## src/rtl/combat_scheduler.sv

```systemverilog
// combat_scheduler: per-player combat sequencer for the two-fighter game.
// Turns attack/defend buttons into frame-paced windup/active/recover
// phases, arbitrates attacks toward the hit judge, and applies the judge's
// hurt responses to HP, stun, KO and the winner.
`timescale 1ns/1ps
module combat_scheduler #(
  parameter int WINDUP_FRAMES  = 4,
  parameter int ACTIVE_FRAMES  = 3,
  parameter int RECOVER_FRAMES = 6,
  parameter int STUN_FRAMES    = 10,
  parameter int HP_MAX         = 100,
  parameter int DAMAGE         = 10
) (
  input  logic       Clk,
  input  logic       Reset,
  input  logic       frame_tick,
  input  logic       restart,
  input  logic       atk_btn1,
  input  logic       atk_btn2,
  input  logic       def_btn1,
  input  logic       def_btn2,
  input  logic       hurt1,
  input  logic       hurt2,
  output logic       attack1,
  output logic       attack2,
  output logic       defend1,
  output logic       defend2,
  output logic [6:0] hp1,
  output logic [6:0] hp2,
  output logic [2:0] state1,
  output logic [2:0] state2,
  output logic       game_over,
  output logic [1:0] winner
);

  typedef enum logic [2:0] {
    IDLE    = 3'd0,
    WINDUP  = 3'd1,
    ACTIVE  = 3'd2,
    RECOVER = 3'd3,
    STUN    = 3'd4,
    KO      = 3'd5
  } state_t;

  localparam int CNT_W = 8;
  localparam logic [CNT_W-1:0] WINDUP_LD  = CNT_W'(WINDUP_FRAMES - 1);
  localparam logic [CNT_W-1:0] ACTIVE_LD  = CNT_W'(ACTIVE_FRAMES - 1);
  localparam logic [CNT_W-1:0] RECOVER_LD = CNT_W'(RECOVER_FRAMES - 1);
  localparam logic [CNT_W-1:0] STUN_LD    = CNT_W'(STUN_FRAMES - 1);
  localparam logic [6:0]       HP_INIT    = 7'(HP_MAX);
  localparam logic [6:0]       DMG        = 7'(DAMAGE);

  // Index 0 is player1, index 1 is player2.
  state_t           st_q  [2];
  state_t           st_d  [2];
  logic [CNT_W-1:0] cnt_q [2];
  logic [CNT_W-1:0] cnt_d [2];
  logic [6:0]       hp_q  [2];
  logic [6:0]       hp_d  [2];
  logic [1:0]       hd_q, hd_d;    // hit_done per player
  logic [1:0]       def_q, def_d;  // defend button sampled at the last tick
  logic             prio_q, prio_d; // 0: player1 has priority, 1: player2
  logic             go_q, go_d;
  logic [1:0]       win_q, win_d;

  logic [1:0] atk_btn, def_btn, hurt, qual, atk, dfd;

  assign atk_btn = {atk_btn2, atk_btn1};
  assign def_btn = {def_btn2, def_btn1};
  assign hurt    = {hurt2, hurt1};

  // HP after one hit, floored at zero.
  function automatic logic [6:0] sat_sub(input logic [6:0] hp);
    return (hp >= DMG) ? (hp - DMG) : 7'd0;
  endfunction

  // Attack qualification and arbitration: only one attack reaches the judge.
  always_comb begin
    for (int i = 0; i < 2; i++) begin
      qual[i] = (st_q[i] == ACTIVE) && !hd_q[i] && !go_q;
      dfd[i]  = (st_q[i] == IDLE) && def_q[i] && !go_q;
    end
    atk[0] = qual[0] && (!qual[1] || !prio_q);
    atk[1] = qual[1] && (!qual[0] ||  prio_q);
  end

  assign attack1   = atk[0];
  assign attack2   = atk[1];
  assign defend1   = dfd[0];
  assign defend2   = dfd[1];
  assign hp1       = hp_q[0];
  assign hp2       = hp_q[1];
  assign state1    = st_q[0];
  assign state2    = st_q[1];
  assign game_over = go_q;
  assign winner    = win_q;

  // Next-state: phase timing, hit registration, KO freeze and restart.
  always_comb begin
    for (int i = 0; i < 2; i++) begin
      st_d[i]  = st_q[i];
      cnt_d[i] = cnt_q[i];
      hp_d[i]  = hp_q[i];
    end
    hd_d   = hd_q;
    def_d  = def_q;
    prio_d = prio_q;
    go_d   = go_q;
    win_d  = win_q;

    if (frame_tick && !go_q) begin
      def_d = def_btn;
      for (int i = 0; i < 2; i++) begin
        case (st_q[i])
          IDLE: begin
            if (atk_btn[i]) begin
              st_d[i]  = WINDUP;
              cnt_d[i] = WINDUP_LD;
            end
          end
          WINDUP: begin
            if (cnt_q[i] == '0) begin
              st_d[i]  = ACTIVE;
              cnt_d[i] = ACTIVE_LD;
              hd_d[i]  = 1'b0;
            end else begin
              cnt_d[i] = cnt_q[i] - 1'b1;
            end
          end
          ACTIVE: begin
            if (cnt_q[i] == '0) begin
              st_d[i]  = RECOVER;
              cnt_d[i] = RECOVER_LD;
            end else begin
              cnt_d[i] = cnt_q[i] - 1'b1;
            end
          end
          RECOVER, STUN: begin
            if (cnt_q[i] == '0) st_d[i] = IDLE;
            else                cnt_d[i] = cnt_q[i] - 1'b1;
          end
          default: ;
        endcase
      end

      if (&qual) prio_d = ~prio_q;

      // y is the victim; arbitration guarantees at most one hit per tick.
      for (int y = 0; y < 2; y++) begin
        if (atk[1-y] && hurt[y]) begin
          hd_d[1-y] = 1'b1;
          hp_d[y]   = sat_sub(hp_q[y]);
          if (sat_sub(hp_q[y]) == 7'd0) begin
            st_d[y]  = KO;
            cnt_d[y] = '0;
            go_d     = 1'b1;
            win_d    = (y == 1) ? 2'd1 : 2'd2;
          end else begin
            st_d[y]  = STUN;
            cnt_d[y] = STUN_LD;
          end
        end
      end
    end

    if (restart) begin
      for (int i = 0; i < 2; i++) begin
        st_d[i]  = IDLE;
        cnt_d[i] = '0;
        hp_d[i]  = HP_INIT;
      end
      hd_d   = '0;
      def_d  = '0;
      prio_d = 1'b0;
      go_d   = 1'b0;
      win_d  = 2'd0;
    end
  end

  // State registers with asynchronous reset.
  always_ff @(posedge Clk or posedge Reset) begin
    if (Reset) begin
      for (int i = 0; i < 2; i++) begin
        st_q[i]  <= IDLE;
        cnt_q[i] <= '0;
        hp_q[i]  <= HP_INIT;
      end
      hd_q   <= '0;
      def_q  <= '0;
      prio_q <= 1'b0;
      go_q   <= 1'b0;
      win_q  <= 2'd0;
    end else begin
      for (int i = 0; i < 2; i++) begin
        st_q[i]  <= st_d[i];
        cnt_q[i] <= cnt_d[i];
        hp_q[i]  <= hp_d[i];
      end
      hd_q   <= hd_d;
      def_q  <= def_d;
      prio_q <= prio_d;
      go_q   <= go_d;
      win_q  <= win_d;
    end
  end

endmodule
```

## config.mk

```make
export PLATFORM = sky130hd
export DESIGN_NAME = combat_scheduler
export DESIGN_NICKNAME = d
export VERILOG_FILES = /design/src/rtl/combat_scheduler.sv
export SDC_FILE = /design/constraint.sdc
export NUM_CORES = 1
export LEC_CHECK = 0
export ABC_AREA = 1
export BUFFER_PORTS_ARGS = -buffer_cell sky130_fd_sc_hd__buf_2
export CORE_MARGIN = 2
export CORE_UTILIZATION = 55
export CTS_BUF_LIST = sky130_fd_sc_hd__clkbuf_16
export CTS_CLUSTER_DIAMETER = 150
export DETAILED_ROUTE_END_ITERATION = 16
export PLACE_DENSITY = 0.82
export SLEW_MARGIN = 5
export SYNTH_ARGS = -nofsm -noshare
export SYNTH_HDL_FRONTEND = slang
export SYNTH_SLANG_ARGS = --single-unit
```

## constraint.sdc

```tcl
create_clock -name Clk -period 4.35 [get_ports Clk]
set_input_delay 0.6525 -clock Clk [delete_from_list [all_inputs] [get_ports Clk]]
set_output_delay 0.6525 -clock Clk [all_outputs]
set_load 0.01 [all_outputs]
```

# ---- Yosys cells after proc, flatten, opt, wreduce, memory -nomap -nowiden
# Index checks and enable logic that the tools add are counted.
dict set report totals {
  register_bits 44
  input_bits 10
  output_inout_bits 27
  word_cells 149
}
dict set report classes {
  add_sub_neg 4
  bitwise 1
  magnitude_cmp 2
  reduce_logical 49
  n_eq_ne 18
  mux 63
}
# op count
set op_table {}
lappend op_table {{8-bit two-way mux} 10}
lappend op_table {{8-bit case mux with 4 select lines} 2}
lappend op_table {{16-bit two-way mux} 2}
lappend op_table {{3-bit two-way mux} 10}
lappend op_table {{14-bit two-way mux} 2}
lappend op_table {{7-bit two-way mux} 4}
lappend op_table {{4-bit inequality test (second input constant)} 6}
lappend op_table {{3-bit case mux with 4 select lines} 2}
lappend op_table {{2-bit two-way mux} 10}
lappend op_table {{1-bit two-way mux} 17}
lappend op_table {{8-bit zero test} 2}
lappend op_table {{8-bit by 1-bit subtractor with 8-bit output (second input constant)} 2}
lappend op_table {{7-bit by 4-bit greater-or-equal comparator with 1-bit output (second input constant)} 2}
lappend op_table {{7-bit zero test} 2}
lappend op_table {{7-bit by 4-bit subtractor with 7-bit output (second input constant)} 2}
lappend op_table {{1-bit logical AND} 13}
lappend op_table {{3-bit by 2-bit == test with 1-bit output (second input constant)} 4}
lappend op_table {{6-bit two-way mux} 2}
lappend op_table {{6-bit AND reduction} 2}
lappend op_table {{3-bit nonzero test} 4}
lappend op_table {{6-bit nonzero test} 2}
lappend op_table {{4-bit two-way mux} 2}
lappend op_table {{4-bit by 2-bit inequality test with 1-bit output (second input constant)} 2}
lappend op_table {{4-bit by 3-bit inequality test with 1-bit output (second input constant)} 2}
lappend op_table {{11 further kinds} 29}

# ---- Depth between registers and ports, before layout
# Gate-level depths: netlist of the first run.
dict set report logic_depth {
  word_depth 12
  mapped_depth 14
}

# ---- Worst setup path after synthesis of the first run
# Ideal clock, no wire load.
dict set report synth_path {
  path_type {in2reg}
  start {input restart}
  end {register hd_q[0]}
  path_stages 7
  arrival_ps 1641
  t_required_ps 4224
  slack_ps 2583
  path_cell_list {buf_2 -> inv_2 -> nand2_2 -> buf_4 -> inv_1 -> o31ai_1 -> o21ai_1}
}
dict set report synth_between {
  elab_chain_cells 2
}
# element line
set synth_lines {}
lappend synth_lines {{from (decl)} 17} ;# input logic restart,
lappend synth_lines {{3-bit nonzero test (no line) / 2-bit nonzero test (equally long branches)} n/a}
lappend synth_lines {{3-bit AND reduction (no line)} n/a}
lappend synth_lines {{to (signal assigned)} 188} ;# hd_q <= '0;
lappend synth_lines {{to (signal assigned)} 199} ;# hd_q <= hd_d;
lappend synth_lines {{to (decl)} 60} ;# logic [1:0] hd_q, hd_d;
# Several ways; a longest one is shown, not always the timed one.
# A chain may end at the register's enable or synchronous reset.

# ---- Worst setup path after layout of the first run
dict set report layout_path {
  start {register st_q (netlist bit state2[0])}
  end {output defend2}
}
dict set report layout_between {
  elab_chain_cells 3
}
# element line
set layout_lines {}
lappend layout_lines {{from (decl)} 54} ;# state_t st_q [2];
lappend layout_lines {{from (signal, indexed assignment)} 195} ;# st_q[i] <= st_d[i];
lappend layout_lines {{3-bit zero test} 81} ;# dfd[i] = (st_q[i] == IDLE) && def_q[i] && !go_q;
lappend layout_lines {{1-bit logical AND (2 in a row)} 81}
lappend layout_lines {{to (decl)} 27} ;# output logic defend2,
# No other way between the ends.

==> results of run 1 <==
[layer usage]
layer  up-vias  wire, µm  track usage [%]
met5         -         0                0
met4         0       108             8.77
met3        12       371             3.41
met2       106      3370             41.3
met1      1377      3350             34.1
li1       1475         -                -
[worst paths after layout]
check                      startpoint        end  slack [ns]
max reg2reg                    hp2[1]  game_over        2.29
max                         state2[0]    defend2        2.16
max in group asynchronous       Reset     hp1[5]        3.48
min                             Reset   cnt_q[7]        0.49
min reg2reg                  cnt_q[8]   cnt_q[8]        0.49
min in group Clk             cnt_q[8]   cnt_q[8]        0.49
[logic make-up (layout without fill, tap and decap cells)]
group | after synthesis | after routing | synth area share, %
xor+xnor | 10 | 10 | 2.85
flops | 44 | 44 | 36.0
buf+inv | 74 | 116 | 9.40
simple gates | 246 | 246 | 39.4
fa+ha+maj | 6 | 6 | 2.44
compound gates | 55 | 55 | 9.89
[synthesized netlist by cell type, types with 3 or more instances]
cell     instances
inv_1           65
nand3_2          5
nor3_1          11
nand4_1         10
nand2_4          4
a21oi_1         16
nor2_4           3
nand2_2          6
nand2_1        110
dfstp_2          6
nor2_1          51
nor2_2           4
dfrtp_1         38
nand3_1         33
o21ai_1         13
ha_1             6
o21ai_0         14
o31ai_1          3
inv_2            3
nand3_4          4
xor2_1           8
[power by group through the flow]
stage,registers (mW),clock network (mW),logic (mW)
after detailed placement,0.624,0,1.09
after floorplan,0.619,0,0.849
after global routing,0.638,0.397,1.26
after CTS,0.619,0.377,1.10
final,0.621,0.376,1.11
after global placement,0.619,0,1.06
[tightest hold or removal path: stages]
cell	delay, ns
buf_2	0.10
clkinv_1	0.03
buf_4	0.45
[area by class of cell]
cell class	instances	area, µm²	share of cell area (%)
well taps	72	90.1	2.59
flip-flops and latches	44	1110	31.9
repair buffers	37	188	5.39
multi-input cells	317	1680	48.2
inverters	71	273	7.84
clock inverters	3	17.5	0.503
clock buffers	5	125	3.60
[state kept, by name, summed over array words and instances (netlist names)]
name / flops
def_q: 2
hp1: 7
game_over: 1
winner: 2
hd_q: 2
hp2: 7
prio_q: 1
state2: 3
state1: 3
cnt_q: 16
[metrics by stage]
stage	power [mW]	area, µm²	cells
after CTS	2.09	3480	549
after detailed placement	1.71	3340	541
after global placement	1.68	3340	541
after floorplan	1.47	3080	435
after global routing	2.30	3480	549
final	2.10	3480	549
==> results by group, run 1 <==
STA
  – Setup-failing EPs final: 0
  – Relative max-transition margin: 62.2%
  – Worst hold slack: 0.487 ns
  – Fmax: 0.457 GHz
  – Time the worst path needs with I/O delays and setup: 2.19 ns
  – RSZ-0062 raised after global routing: no
  – Tightest Pin Transition: 0.565 ns
  – Fin crit share: 50.3%
  – Max-slew violation count: 0
  – Worst clock skew: 0.00729 ns
  – Setup TNS: 0 ns
  – Final Hold Viols: 0
  – Final WS setup: 2.16 ns

Global routing
  – Gr ovfl total: 0
  – Overall Global Routing Usage: 25.1%
  – Initial antenna violation count: 0
  – First-pass GRT wire length: 12.6 mm
  – Vias in the first global route: 2775
  – Largest net degree at the start of global routing: 45

Clock tree
  – Worst-Skew Late Latency: 0.29 ns
  – Clock sinks: 44
  – Clock-pin slew on the worst setup and hold paths: 0.07 ns
  – CTS tree: built
  – Total CTS buffers: 5
  – CTS root buf: clkbuf_16
  – Postcts setup bufs: 0
  – Hold buffers post-CTS: 0
  – CTS resizes: 0
  – Max Root-Sink Buffers: 2
  – CTS H-Tree Depth: 2

Power
  – NetSw: 0.990 mW
  – Sequential share of power: 29.5%
  – Clock power share: 17.9%
  – Cell Pwr Density: 605 nW/µm²
  – Sw Ratio: 47.1%
  – P_leak: 1.85 nW
  – Cell Int Power: 1.11 mW
  – VDD IR max: 0.307 mV
  – Combinational share of power: 52.6%

Floorplanning
  – Die height: 78.8 µm
  – Starting density of the core: 56.5%
  – Die Width: 78.8 µm
  – Core Box Area: 5440 µm²
  – FP Rows: 27
  – DIE AREA: 6210 µm²
  – Io pins: 37

Synth
  – Number of synthesized flops with an enable pin: 0
  – Top cells by area, synth: dfrtp_1 (31%), nand2_1 (13%), inv_1 (7.9%)
  – Yosys reg bits: 44
  – Mapped Area: 3080 µm²
  – FFs w/ async S/R, synth: 100%
  – Area fraction of the dominant cell type after synthesis: 30.9%
  – Ys Warns: 0
  – Largest area contributor in the netlist: dfrtp_1
  – Sequential fraction of the synthesis area: 36.0%
  – Yosys cell types: 38
  – Top FF cell, synth: dfrtp_1
  – Syn_nets: 451
  – Mapped Cells: 435
  – Synth Area per Inst: 7.07 µm²

Job
  – Max_cap viols: 0

Drt
  – # DRC: 0
  – DRT antenna net count: 0
  – WL/cell: 13.1 µm
  – Via/cell ratio: 5.41
  – DR vias: 2970
  – Total Routed Length: 7.20 mm
  – Detailed Routing Iterations Pass 1: 5
  – DRT iter0 DRCs: 188

Critical path
  – Crit Path Max Fanout: 5
  – Endpoint class of the critical path: primary output
  – Top cell family by delay on the critical path: simple AND/OR/NAND/NOR gates
  – CP Launch Type: register
  – Setup Crit Path Kind: reg -> out
  – Critical path's largest stage delay: 0.43 ns
  – WP depth: 4
  – Worst path slowest cell: nor3_1
  – Data required, critical path: 3.70 ns
  – CP Cell Sequence: nor3_1, nand2_1, nor2_1, buf_2
  – Crit path buf inv count: 1
  – R2r worst-path depth: 12
  – Worst EP arrival: 1.54 ns

Cells and area
  – Fin util: 64.0%
  – Number of fill cells: 478
  – Commonest non-fill, non-tap cell in the layout: nand2_1
  – Commonest non-fill, non-tap cells in the layout: nand2_1 (110), inv_1 (64), nor2_1 (51)
  – Area Growth Syn to Fin: 13.1%
  – Nets: 492
  – Share of cells above drive strength 1: 18.4%
  – Ant. Diodes: 0

Worst hold path
  – Hold Crit Class: in -> async

Place
  – Port Buffers: 36
  – Hpwl dp: 5.31 mm
  – Worst slack at placement: 2.23 ns
  – RePlAce Congestion: 0.917

Run status
  – Status: finished clean
(Power assumes the default switching activity.)
==> run 2: changes to the inputs <==
--- a/config.mk
+++ b/config.mk
@@ -8,11 +8,11 @@
 export ABC_AREA = 1
 export BUFFER_PORTS_ARGS = -buffer_cell sky130_fd_sc_hd__buf_2
 export CORE_MARGIN = 2
-export CORE_UTILIZATION = 55
+export CORE_UTILIZATION = 53
 export CTS_BUF_LIST = sky130_fd_sc_hd__clkbuf_16
 export CTS_CLUSTER_DIAMETER = 150
 export DETAILED_ROUTE_END_ITERATION = 16
-export PLACE_DENSITY = 0.82
+export PLACE_DENSITY = 0.83
 export SLEW_MARGIN = 5
 export SYNTH_ARGS = -nofsm -noshare
 export SYNTH_HDL_FRONTEND = slang
==> constraint.sdc (replaced) <==
create_clock -name Clk -period 1.8 [get_ports Clk]
set_input_delay 0.27 -clock Clk [delete_from_list [all_inputs] [get_ports Clk]]
set_output_delay 0.27 -clock Clk [all_outputs]
set_load 0.01 [all_outputs]
==> results by group, run 2 (synthesized netlist as in run 1, its figures left out) <==
Run status
  – Status: finished with violations
  – Violations in the final reports: setup timing

Place
  – Area post-placement: 3420 µm²
  – RePlAce Congestion: 0.891
  – Hpwl dp: 5.30 mm
  – Worst slack at placement: -0.0145 ns
  – Port Buffers: 36

Critical path
  – R2r worst-path depth: 13
  – CP Launch Type: register
  – FF-to-FF End: game_over
  – Flop2flop setup slack: -0.01 ns
  – Endpoint class of the critical path: register
  – Worst EP arrival: 2.03 ns
  – Setup Crit Path Kind: reg -> reg
  – Crit Path Max Fanout: 6
  – Data required, critical path: 2.02 ns
  – Reg2reg start: hp2[2]

Floorplanning
  – DIE AREA: 6430 µm²
  – Starting density of the core: 55.5%
  – Die Width: 80.2 µm
  – Io pins: 37
  – FP Rows: 27
  – Core Box Area: 5540 µm²
  – Die height: 80.2 µm

Global routing
  – Largest net degree at the start of global routing: 45
  – Initial antenna violation count: 0
  – First-pass GRT wire length: 12.4 mm
  – Gr ovfl total: 0
  – Vias in the first global route: 2812
  – Overall Global Routing Usage: 24.1%

STA
  – Worst clock skew: 0.00949 ns
  – Fin crit share: 101%
  – Final WS setup: -0.0134 ns
  – Final Hold Viols: 0
  – Tightest Pin Transition: 0.563 ns
  – RSZ-0062 raised after global routing: yes
  – Fmax: 0.551 GHz
  – Max-slew violation count: 0
  – Relative max-transition margin: 62.5%
  – Setup-failing EPs final: 2
  – Time the worst path needs with I/O delays and setup: 1.81 ns

Power
  – Cell Pwr Density: 1480 nW/µm²
  – VDD IR max: 0.786 mV
  – P_leak: 2.00 nW
  – Pwr Total: 5.75 mW

Cells and area
  – Area Growth Syn to Fin: 26.4%
  – Most flops, register: cnt_q
  – Nets: 519
  – Share of cells above drive strength 1: 31.2%
  – Commonest non-fill, non-tap cell in the layout: nand2_1
  – Design area: 3890 µm²
  – Largest register FFs: 16
  – Commonest non-fill, non-tap cells in the layout: nand2_1 (99), inv_1 (54), nor2_1 (45)
  – Ant. Diodes: 0

Clock tree
  – Clock-pin slew on the worst setup and hold paths: 0.06 ns
  – CTS H-Tree Depth: 2
  – Max Root-Sink Buffers: 2
  – Clock sinks: 44
  – CTS root buf: clkbuf_16
  – Total CTS buffers: 5
  – Worst-Skew Late Latency: 0.29 ns
  – CTS tree: built

Drt
  – WL/cell: 14.2 µm
  – DR vias: 3185
  – Detailed Routing Iterations Pass 1: 5
  – Total Routed Length: 8.20 mm
  – # DRC: 0
  – DRT iter0 DRCs: 229
  – DRT antenna net count: 0
  – Via/cell ratio: 5.53

Job
  – Max_cap viols: 0

Worst hold path
  – Hold Crit Class: in -> async
run 2: cell type report:
type | instances | area, µm²
Multi-Input combinational cell | 318 | 1860
Fill cell | 424 | 1650
Sequential cell | 44 | 1110
Timing Repair Buffer | 63 | 383
Inverter | 71 | 275
Clock buffer | 5 | 125
Tap cell | 72 | 90.1
Clock inverter | 3 | 42.5
run 2: worst max path at each step:
stage,startpoint,end,slack (ns),cells past startpoint
after floorplan,hp1[2],winner[1],0.09,12
after global placement,hp2[1],game_over,0.02,12
after detailed placement,hp2[2],game_over,-0.01,13
after CTS,hp2[2],game_over,0.02,13
after global routing,hp2[2],game_over,-0.08,13
final,hp2[2],game_over,-0.01,13
run 2: critical path: stages, from the launching register on:
cell and delay [ns]:
dfstp_2 0.56, inv_4 0.05, ha_4 0.16, inv_2 0.07
nand2_4 0.06, nand2_2 0.08, nand2_1 0.05, nand2_1 0.08
nand2_1 0.08, o21ai_2 0.15, nand2_2 0.14, nand2_2 0.11
nand2_2 0.05, a21oi_2 0.11
run 2: per-stage QoR:
stage               utilization [%]  hold WS [ns]  TNS [ns]  std cells
global route                   70.2         0.179    -0.901        576
detailed placement             61.7         0.439   -0.0258        552
CTS                            64.9         0.140         0        560
floorplan                         -         0.387         0        435
global placement               61.7         0.439         0        552
finish                         70.2         0.122   -0.0244        576
run 2: report_power, final:
| part | switching (mW) | total [mW] | internal (mW) |
|---|---|---|---|
| clock network | 0.387 | 1.04 | 0.652 |
| logic | 1.96 | 3.18 | 1.22 |
| registers | 0.286 | 1.53 | 1.24 |
| total | 2.63 | 5.75 | 3.12 |
run 2: per-layer routing:
layer  track usage [%]  wire length, µm
met3              3.60              567
met1              31.6             3480
met4              8.81              194
met5                 0                0
met2              40.3             3970
run 2: timing repair:
| item | 4_1_cts | 5_1_grt |
|---|---|---|
| endpoints found under the setup margin | 4 | 33 |
| hold buffers | 0 | 0 |
| resized for setup | 4 | 53 |
| setup buffers | 0 | 15 |
| cloned | 0 | 1 |
| pin swaps | 5 | 20 |
